**config.mk**
```make
export PLATFORM = sky130hd
export DESIGN_NAME = data_mem_lsu_flat
export DESIGN_NICKNAME = d
export VERILOG_FILES = /design/src/rtl/dmem_pkg.sv /design/src/rtl/data_mem_lsu_if.sv /design/src/rtl/dmem_lane_align.sv /design/src/rtl/data_mem_lsu.sv /design/src/flat_wrapper.sv
export SDC_FILE = /design/constraint.sdc
export NUM_CORES = 2
export LEC_CHECK = 0
export CORE_MARGIN = 4
export CORE_UTILIZATION = 40
export DETAILED_ROUTE_END_ITERATION = 6
export RECOVER_POWER = 100
export SYNTH_ARGS = -nofsm -noshare
export SYNTH_HDL_FRONTEND = slang
export SYNTH_SLANG_ARGS = --single-unit
```
**constraint.sdc**
```tcl
create_clock -name clk -period 3.1 [get_ports clk]
set_input_delay 0.31 -clock clk [delete_from_list [all_inputs] [get_ports clk]]
set_output_delay 0.31 -clock clk [all_outputs]
set_load 0.02 [all_outputs]
```
**src/rtl/dmem_pkg.sv**
```systemverilog
// Shared encodings for the data memory load/store unit: access sizes, FSM states, lane masks.
package dmem_pkg;

  typedef enum logic [1:0] {
    SZ_B   = 2'b00,
    SZ_H   = 2'b01,
    SZ_W   = 2'b10,
    SZ_RSV = 2'b11
  } size_e;

  typedef enum logic [1:0] {
    IDLE = 2'b00,
    WAIT = 2'b01,
    RESP = 2'b10
  } state_e;

  localparam logic [3:0] MASK_B = 4'b0001;
  localparam logic [3:0] MASK_H = 4'b0011;
  localparam logic [3:0] MASK_W = 4'b1111;

  // Number of bytes past the first one touched by an access of this size.
  function automatic logic [1:0] size_span(size_e s);
    case (s)
      SZ_H:    return 2'd1;
      SZ_W:    return 2'd3;
      default: return 2'd0;
    endcase
  endfunction

  // Forces the low address bits to the natural alignment of the access.
  function automatic logic [1:0] align_lo(logic [1:0] lo, size_e s);
    case (s)
      SZ_H:    return {lo[1], 1'b0};
      SZ_W:    return 2'b00;
      default: return lo;
    endcase
  endfunction

endpackage

```
**src/rtl/data_mem_lsu_if.sv**
```systemverilog
// Request/response bus between the core's memory stage (master) and the data memory (slave).
interface data_mem_lsu_if #(
  parameter int ADDR_W = 32
);
  logic              req_valid;
  logic              req_ready;
  logic              req_we;
  logic [1:0]        req_size;
  logic              req_unsigned;
  logic [ADDR_W-1:0] req_addr;
  logic [31:0]       req_wdata;
  logic              resp_valid;
  logic [31:0]       resp_rdata;
  logic              resp_err;

  modport master (
    output req_valid, req_we, req_size, req_unsigned, req_addr, req_wdata,
    input  req_ready, resp_valid, resp_rdata, resp_err
  );

  modport slave (
    input  req_valid, req_we, req_size, req_unsigned, req_addr, req_wdata,
    output req_ready, resp_valid, resp_rdata, resp_err
  );
endinterface

```
**src/rtl/dmem_lane_align.sv**
```systemverilog
// Byte-lane steering: store byte enables and replicated store data, load lane extraction and extension.
module dmem_lane_align
  import dmem_pkg::*;
(
  input  logic [1:0]  addr_lo,
  input  size_e       size,
  input  logic        is_unsigned,
  input  logic [31:0] wdata,
  input  logic [31:0] rword,
  output logic [3:0]  be,
  output logic [31:0] wdata_lane,
  output logic [31:0] rdata_ext
);
  logic [7:0]  rbyte;
  logic [15:0] rhalf;

  assign rbyte = rword[{addr_lo, 3'b000} +: 8];
  assign rhalf = rword[{addr_lo[1], 4'b0000} +: 16];

  always_comb begin
    // NOTE: every output gets a default first so no path through the case can infer a latch.
    be         = '0;
    wdata_lane = '0;
    rdata_ext  = '0;
    case (size)
      SZ_B: begin
        be         = MASK_B << addr_lo;
        wdata_lane = {4{wdata[7:0]}};
        rdata_ext  = {{24{rbyte[7] & ~is_unsigned}}, rbyte};
      end
      SZ_H: begin
        be         = MASK_H << addr_lo;
        wdata_lane = {2{wdata[15:0]}};
        rdata_ext  = {{16{rhalf[15] & ~is_unsigned}}, rhalf};
      end
      SZ_W: begin
        be         = MASK_W;
        wdata_lane = wdata;
        rdata_ext  = rword;
      end
      default: ;
    endcase
  end
endmodule

```
**src/rtl/data_mem_lsu.sv**
```systemverilog
// Byte-addressable data memory with valid/ready requests and a LATENCY-edge registered response.
// Define DMEM_MISALIGN_TRAP_EN to flag misaligned half/word accesses as errors instead of aligning them.
module data_mem_lsu
  import dmem_pkg::*;
#(
  parameter int DEPTH_BYTES = 256,
  parameter int LATENCY     = 1,
  parameter int ADDR_W      = 32
) (
  input logic           clk,
  input logic           rst,
  data_mem_lsu_if.slave bus
);
  localparam int         AW       = $clog2(DEPTH_BYTES);
  localparam logic [3:0] CNT_INIT = 4'(LATENCY > 1 ? LATENCY - 2 : 0);

  logic [7:0]    mem [DEPTH_BYTES];
  state_e        state;
  logic [3:0]    cnt;
  logic          ready_q, valid_q, err_q, pend_err;
  logic [31:0]   rdata_q, pend_rdata;

  size_e         size;
  logic          accept, range_err, acc_err;
  logic [ADDR_W:0] last_byte;
  logic [1:0]    addr_lo;
  logic [AW-3:0] word_idx;
  logic [3:0]    be;
  logic [31:0]   rword, wdata_lane, rdata_ext, acc_rdata;

  assign size    = size_e'(bus.req_size);
  assign accept  = bus.req_valid && ready_q;

  // Range is judged on the raw address so a straddling access errors even when alignment would fold it back.
  assign last_byte = {1'b0, bus.req_addr} + (ADDR_W + 1)'(size_span(size));
  assign range_err = last_byte >= (ADDR_W + 1)'(DEPTH_BYTES);

`ifdef DMEM_MISALIGN_TRAP_EN
  logic misalign;
  assign misalign = (size == SZ_H && bus.req_addr[0]) ||
                    (size == SZ_W && bus.req_addr[1:0] != 2'b00);
  assign acc_err  = range_err || size == SZ_RSV || misalign;
`else
  assign acc_err  = range_err || size == SZ_RSV;
`endif

  assign addr_lo   = align_lo(bus.req_addr[1:0], size);
  assign word_idx  = bus.req_addr[AW-1:2];
  assign rword     = {mem[{word_idx, 2'd3}], mem[{word_idx, 2'd2}],
                      mem[{word_idx, 2'd1}], mem[{word_idx, 2'd0}]};
  assign acc_rdata = (acc_err || bus.req_we) ? '0 : rdata_ext;

  dmem_lane_align u_lane_align (
    .addr_lo    (addr_lo),
    .size       (size),
    .is_unsigned(bus.req_unsigned),
    .wdata      (bus.req_wdata),
    .rword      (rword),
    .be         (be),
    .wdata_lane (wdata_lane),
    .rdata_ext  (rdata_ext)
  );

  // NOTE: the array has no reset so it maps onto RAM; gating on !rst lets a coincident reset cancel the store.
  always_ff @(posedge clk) begin
    if (!rst && accept && bus.req_we && !acc_err) begin
      if (be[0]) mem[{word_idx, 2'd0}] <= wdata_lane[7:0];
      if (be[1]) mem[{word_idx, 2'd1}] <= wdata_lane[15:8];
      if (be[2]) mem[{word_idx, 2'd2}] <= wdata_lane[23:16];
      if (be[3]) mem[{word_idx, 2'd3}] <= wdata_lane[31:24];
    end
  end

  always_ff @(posedge clk or posedge rst) begin
    if (rst) begin
      state      <= IDLE;
      cnt        <= '0;
      ready_q    <= 1'b1;
      valid_q    <= 1'b0;
      rdata_q    <= '0;
      err_q      <= 1'b0;
      pend_rdata <= '0;
      pend_err   <= 1'b0;
    end else begin
      valid_q <= 1'b0;
      rdata_q <= '0;
      err_q   <= 1'b0;
      case (state)
        IDLE, RESP: begin
          if (accept) begin
            if (LATENCY == 1) begin
              state   <= RESP;
              ready_q <= 1'b1;
              valid_q <= 1'b1;
              rdata_q <= acc_rdata;
              err_q   <= acc_err;
            end else begin
              state      <= WAIT;
              ready_q    <= 1'b0;
              cnt        <= CNT_INIT;
              pend_rdata <= acc_rdata;
              pend_err   <= acc_err;
            end
          end else begin
            state   <= IDLE;
            ready_q <= 1'b1;
          end
        end
        WAIT: begin
          if (cnt == 4'd0) begin
            state   <= RESP;
            ready_q <= 1'b1;
            valid_q <= 1'b1;
            rdata_q <= pend_rdata;
            err_q   <= pend_err;
          end else begin
            cnt <= cnt - 4'd1;
          end
        end
        default: begin
          state   <= IDLE;
          ready_q <= 1'b1;
        end
      endcase
    end
  end

  assign bus.req_ready  = ready_q;
  assign bus.resp_valid = valid_q;
  assign bus.resp_rdata = rdata_q;
  assign bus.resp_err   = err_q;
endmodule

```
**src/flat_wrapper.sv**
```systemverilog
// flat-port wrapper written by rule: the top's interface ports become plain ports
module data_mem_lsu_flat import dmem_pkg::*;
#(
  parameter int DEPTH_BYTES = 256,
  parameter int LATENCY     = 1,
  parameter int ADDR_W      = 32
)
  (clk, rst, bus_req_valid, bus_req_we, bus_req_size, bus_req_unsigned, bus_req_addr, bus_req_wdata, bus_req_ready, bus_resp_valid, bus_resp_rdata, bus_resp_err);
  data_mem_lsu_if #(.ADDR_W(ADDR_W)) bus_i ();
  input logic clk;
  input logic rst;
  input wire logic [$bits(bus_i.req_valid)-1:0] bus_req_valid;
  input wire logic [$bits(bus_i.req_we)-1:0] bus_req_we;
  input wire logic [$bits(bus_i.req_size)-1:0] bus_req_size;
  input wire logic [$bits(bus_i.req_unsigned)-1:0] bus_req_unsigned;
  input wire logic [$bits(bus_i.req_addr)-1:0] bus_req_addr;
  input wire logic [$bits(bus_i.req_wdata)-1:0] bus_req_wdata;
  output wire logic [$bits(bus_i.req_ready)-1:0] bus_req_ready;
  output wire logic [$bits(bus_i.resp_valid)-1:0] bus_resp_valid;
  output wire logic [$bits(bus_i.resp_rdata)-1:0] bus_resp_rdata;
  output wire logic [$bits(bus_i.resp_err)-1:0] bus_resp_err;
  assign bus_i.req_valid = bus_req_valid;
  assign bus_i.req_we = bus_req_we;
  assign bus_i.req_size = bus_req_size;
  assign bus_i.req_unsigned = bus_req_unsigned;
  assign bus_i.req_addr = bus_req_addr;
  assign bus_i.req_wdata = bus_req_wdata;
  assign bus_req_ready = bus_i.req_ready;
  assign bus_resp_valid = bus_i.resp_valid;
  assign bus_resp_rdata = bus_i.resp_rdata;
  assign bus_resp_err = bus_i.resp_err;
  data_mem_lsu #(.DEPTH_BYTES(DEPTH_BYTES), .LATENCY(LATENCY), .ADDR_W(ADDR_W)) u_core (.clk(clk), .rst(rst), .bus(bus_i));
endmodule
```
Word-level counts from Yosys, hierarchy flattened
Memories as Yosys holds them, arrays and structs flattened.
Cells that the tools add are included.
- bits in registers: 41
- memory bits (writable): 2048
- bits of input ports: 71
- output and inout bits: 35
- word-level logic and storage cells: 67
- memories kept: 1
- memories (name ; depth ; width ; rd ports ; clocked after memory_dff ; write ports ; line ; source):
    u_core.mem ; 256 ; 8 ; 4 ; 0 ; 4 ; data_mem_lsu.sv:17 ; logic [7:0] mem [DEPTH_BYTES];
- $add $sub $neg: 2
- magnitude comparators: 1
- equality and inequality tests: 6
- shift operators: 4
- mux-type cells: 30
- bitwise gates (word level): 4
- reductions and logical operators: 13
- operators with widths (kind ; number):
    $pmux 32 s3 ; 2
    $mux 32 ; 3
    $add 32x2->33 ; 1
    $ge 33x9->1 const B ; 1
    $shiftx 32x6->16 ; 1
    $shiftx 32x6->8 ; 1
    $mux 1 ; 18
    $pmux 2 s2 ; 3
    $pmux 4 s3 ; 1
    $eq 2x2->1 const B ; 3
    $eq 2x1->1 const B ; 2
    $logic_and 1x1->1 ; 4
    $logic_not 2->1 ; 2
    $logic_not 4->1 ; 1
    $mux 2 ; 2
    $shl 1x2->4 const A ; 1
    $shl 2x2->4 const A ; 1
    $sub 4x1->4 const B ; 1
    $and 1x1->1 ; 2
    $logic_not 1->1 ; 2
    $logic_or 1x1->1 ; 2
    $ne 2x1->1 const B ; 1
    $not 1->1 ; 2
    $pmux 1 s2 ; 1
    other kinds (2) ; 2

Logic depth before layout (Yosys ltp)
- word-level depth: 9
- gate-level depth with buffers: 15
- gate-level depth less buffers: 12

Modules after synthesis
From an unflattened synthesis, not the netlist that was laid out.
- cell total of the unflattened synthesis: 4906
- area total of the unflattened synthesis: 81404.3 µm²
- by module, submodules not included (module ; instances ; cells an instance ; area each (µm²) ; sequential area each (µm²)):
    data_mem_lsu ; 1 ; 4699 ; 79993.0 ; 62349.8
    dmem_lane_align ; 1 ; 207 ; 1411.4 ; 0.0

Least setup slack after synthesis
No wires, ideal clock.
- path type: input-to-reg
- start point: input port bus_req_size[0]
- end point: memory u_core.mem[197][2] (netlist: u_core.mem[49][10]), enable pin
- library setup time: 0.370 ns
- arrival time: 3.792 ns
- data required time: 2.730 ns
- setup slack: -1.062 ns
- stages on the path: 13
- buffers on the path: 2
- cell sequence: inv_1 ha_1 buf_1 xor2_1 ha_1 a21oi_1 nand2b_1 or4_1 or2_1 a2111oi_4 nand3_4 buf_4 nor2_1
- RTL lines (what ; line ; source):
    from (decl) ; flat_wrapper.sv:14 ; input wire logic [$bits(bus_i.req_size)-1:0] bus_req_size;
    to (decl) ; data_mem_lsu.sv:17 ;

==> impl_results.md <==
- Worst R2R Start: u_core.mem[14][7]
- Die Ht: roughly 460 µm
- TritonCTS clock tree: done
- Remaining antenna violation count: 0
- Core Area: 0.2021 mm²
- Switching pwr: ~14 mW
- Cell area after synthesis: slightly above 0.08 mm²
- Req. time, crit path: 3580 ps
- Failing checks: max-capacitance violations, max-slew violations, negative setup slack
- Grt peak-use layer: met2
- PD cells: 596.2 mW/mm²
- CTS buffer count: about 200
- Number of flops mapped to enable cells by yosys: 2048
- DRC: 0
- Most common flop cell mapped by yosys: edfxtp_1
- Netlist cell types: 80
- Synth area leader: edfxtp_1
- Gate power share: between 8 and 9%
- Most frequent cells in the layout: edfxtp_1 (2048), buf_4 (848), a22oi_1 (279)
- Initial antenna violation count: 9
- IO Count: about 110
- Max IR drop VDD: approximately 570 µV
- Clock network fraction of design power: slightly above 40%
- GPL Wtd Cong: between 1 and 1.5
- Hold depth: 1
- Status: complete, but fails checks
- CTS max path bufs: 3
- Critical Path Sink Type: register
- Share of the synthesized area in the top cell type: between 70% and 80%
- Sw Ratio: 23.37%
- Tmin final: around 3200 ps
- Setup TNS: -2304 ps
- Synth warn: 0
- Global-route met3 utilization: slightly above 9%
- Post-Syn Area per Cell: approximately 17 µm²
- Slew headroom: -39.15%
- Port Buffers: ~100
- Final period util: 102.0%
- Die area: around 0.21 mm²
- First-pass GRT wire length: between 400000 and 500000 µm
- Detail Placement HPWL: around 230000 µm
- Met2 Use GR: 42.98%
- Vias in the first global route: 52850
- Pins Over Slew Limit: approximately 500
- Kind of critical path: input pin to register
- Worst Hold Path EP: u_core.bus.resp_valid
- Power Internal: around 47 mW
- Clock transition at the registers of the reported paths: roughly 70 ps
- Synthesized Nets: just under 5000
- Fmax: around 0.32 GHz
- Synthesis-to-layout area growth: 27.06%
- Most common cell after layout, fill and taps aside: edfxtp_1
- DR iter-0 viols: between 8000 and 9000
- Cell count after synthesis: approximately 4700
- #FFs+latches synth: 2082
- Die W: ~460 µm
- Crit Path Max Fanout: 22
- Synth area leaders: edfxtp_1 (76%), mux4_2 (2.8%), a22oi_1 (2.6%)
- Clock Sinks: approximately 2100
- Clock root cell: clkbuf_16
- Count of final hold-check violations: 0
- Final setup fails: 73
- MaxCap Viol Count: 10
- Reg2Reg Depth: 10
- Total grt overflow: 0
- Reg2reg end: u_core.bus.resp_rdata[24]
- Largest net degree at the start of global routing: 65
- Worst-Skew Late Latency: 870 ps
- Filler Cells Inserted: 16270
- Initial Utilization: 40.24%
- HP Class: input pin to register
- CP arrival: between 3000 and 4000 ps
- Total routed wirelength: roughly 320000 µm
- Post-Route Utilization: between 50% and 60%
- Max H-tree Level: 4
- CP startpoint kind: input pin
- Worst Setup Slack, final: -62.43 ps
- Skew final: roughly 48 ps
- Worst R2R Setup Slack: 0 ps
- Fin nets: 5951
- Sequential area share after synthesis: about three quarters
- Router iterations before antenna repair: 6
- RSZ-0062 raised after global routing: true
- Wire length per cell: 36.83 µm
- Vias/cell: between 6 and 7
- Row cnt: roughly 170
- Seq pwr share: around half
- Tightest Pin Transition: about 2100 ps
- Min-Delay Startpoint: bus_req_valid
- GRT Total Usage: approximately 30%
- Detailed-route via count: between 50000 and 60000
- Pleak: 32.10 nW
- Share of cells above drive strength 1: 32.17%
- Synth async-reset ratio: under 10%
- Global routing usage on met1: between 30% and 40%
[cells by family (layout without fill, tap and decap cells)]
kind of cell,after synthesis,count (layout),share of synthesized area (%)
DFF,2082,2082,76.66
AOI/OAI and AO/OA,1094,1094,9.946
and+or+nand+nor,778,778,4.421
muxes,415,415,6.840
buffers and inverters,337,1658,1.917
adders and majority gates,9,9,0.1477
xor gates and xnor gates,6,6,0.06461
other,1,13,0.004611
[Yosys cell counts, types with 27 or more instances]
library cell / n
mux2_2: 126
dfrtp_1: 34
o21ai_0: 75
buf_2: 85
a221o_1: 51
a22oi_1: 281
buf_1: 48
mux4_2: 100
a22o_1: 77
a221oi_1: 175
a31oi_1: 83
clkbuf_1: 162
nand3_1: 27
a21oi_1: 145
mux2i_1: 189
nor2_1: 361
o22ai_1: 67
edfxtp_1: 2048
nand2_1: 198
[routing by layer]
metal  wire [µm]  vias to the layer above
met5          20                        -
met4       24540                        4
met3       42920                      988
met2      139300                     4726
met1      114700                    28030
li1            -                    21650
[area by class of cell]
type                            count  area [µm²]  area share [%]
Clock buffer                      242        5300           5.129
Multi-Input combinational cell   2303       19010           18.39
Antenna cell                       12       30.03         0.02906
Clock inverter                    134        1545           1.495
Tap cell                         2672        3343           3.235
Timing Repair Buffer             1269       11710           11.33
Inverter                           13       57.56         0.05569
Sequential cell                  2082       62350           60.33
[critical path, stage by stage]
cell and delay (ps):
buf_2 120, inv_1 100, clkbuf_1 210, ha_1 250
clkbuf_1 380, a22oi_1 220, a21oi_1 1030, dlymetal6s2s_1 990
[power by group through the flow]
stage / Clock, mW / Combinational [mW] / Sequential [mW]
after floorplan: 0 / 1.84 / 31.8
after global placement: 0 / 5.04 / 31.7
after detailed placement: 0 / 5.03 / 31.7
after CTS: 25.6 / 5.06 / 31.1
after global routing: 26.9 / 5.01 / 31.2
final: 25.5 / 4.97 / 31.2
[registers in the layout, summed over array words and instances, names as in the netlist]
register / cells
u_core.bus.resp_rdata: 32
u_core.bus.resp_err: 1
u_core.mem: 2048
u_core.bus.resp_valid: 1
[metrics by stage]
step / hold slack [ps] / worst slack [ps] / cell area [µm²] / cells / total power, mW
2_1_floorplan: 341.4 / -729.0 / 82040 / 4722 / 33.63
3_3_place_gp: 875.4 / -1306 / 95880 / 8304 / 36.77
3_5_place_dp: 885.9 / -1368 / 95880 / 8304 / 36.77
4_1_cts: 42.52 / 2.029 / 103300 / 8702 / 61.77
5_1_grt: 172.6 / -57.33 / 103300 / 8716 / 63.02
6_report: 186.5 / -62.43 / 103300 / 8727 / 61.61
[how the worst max path moves through the flow]
stage / startpoint / to / slack, ps / depth (start not counted)
2_1_floorplan: bus_req_size[0] / u_core.mem[20][10] / -730 / 14
3_3_place_gp: bus_req_size[0] / u_core.mem[43][20] / -1310 / 17
3_5_place_dp: bus_req_size[0] / u_core.mem[20][12] / -1370 / 16
4_1_cts: bus_req_size[0] / u_core.mem[55][18] / 2 / 20
5_1_grt: u_core.mem[14][7] / u_core.bus.resp_rdata[24] / -60 / 10
6_report: bus_req_size[1] / u_core.mem[51][9] / -60 / 8
[what timing repair did]
item                       in CTS  in global routing
buffers inserted               15                  3
gates resized for setup        92                220
hold endpoints to repair       34                  0
hold buffers                    1                  0
setup endpoints to repair    2073               1397
pin swaps                      14                 45
gates cloned                    7                 11
Power figures use the tool's default switching activity.
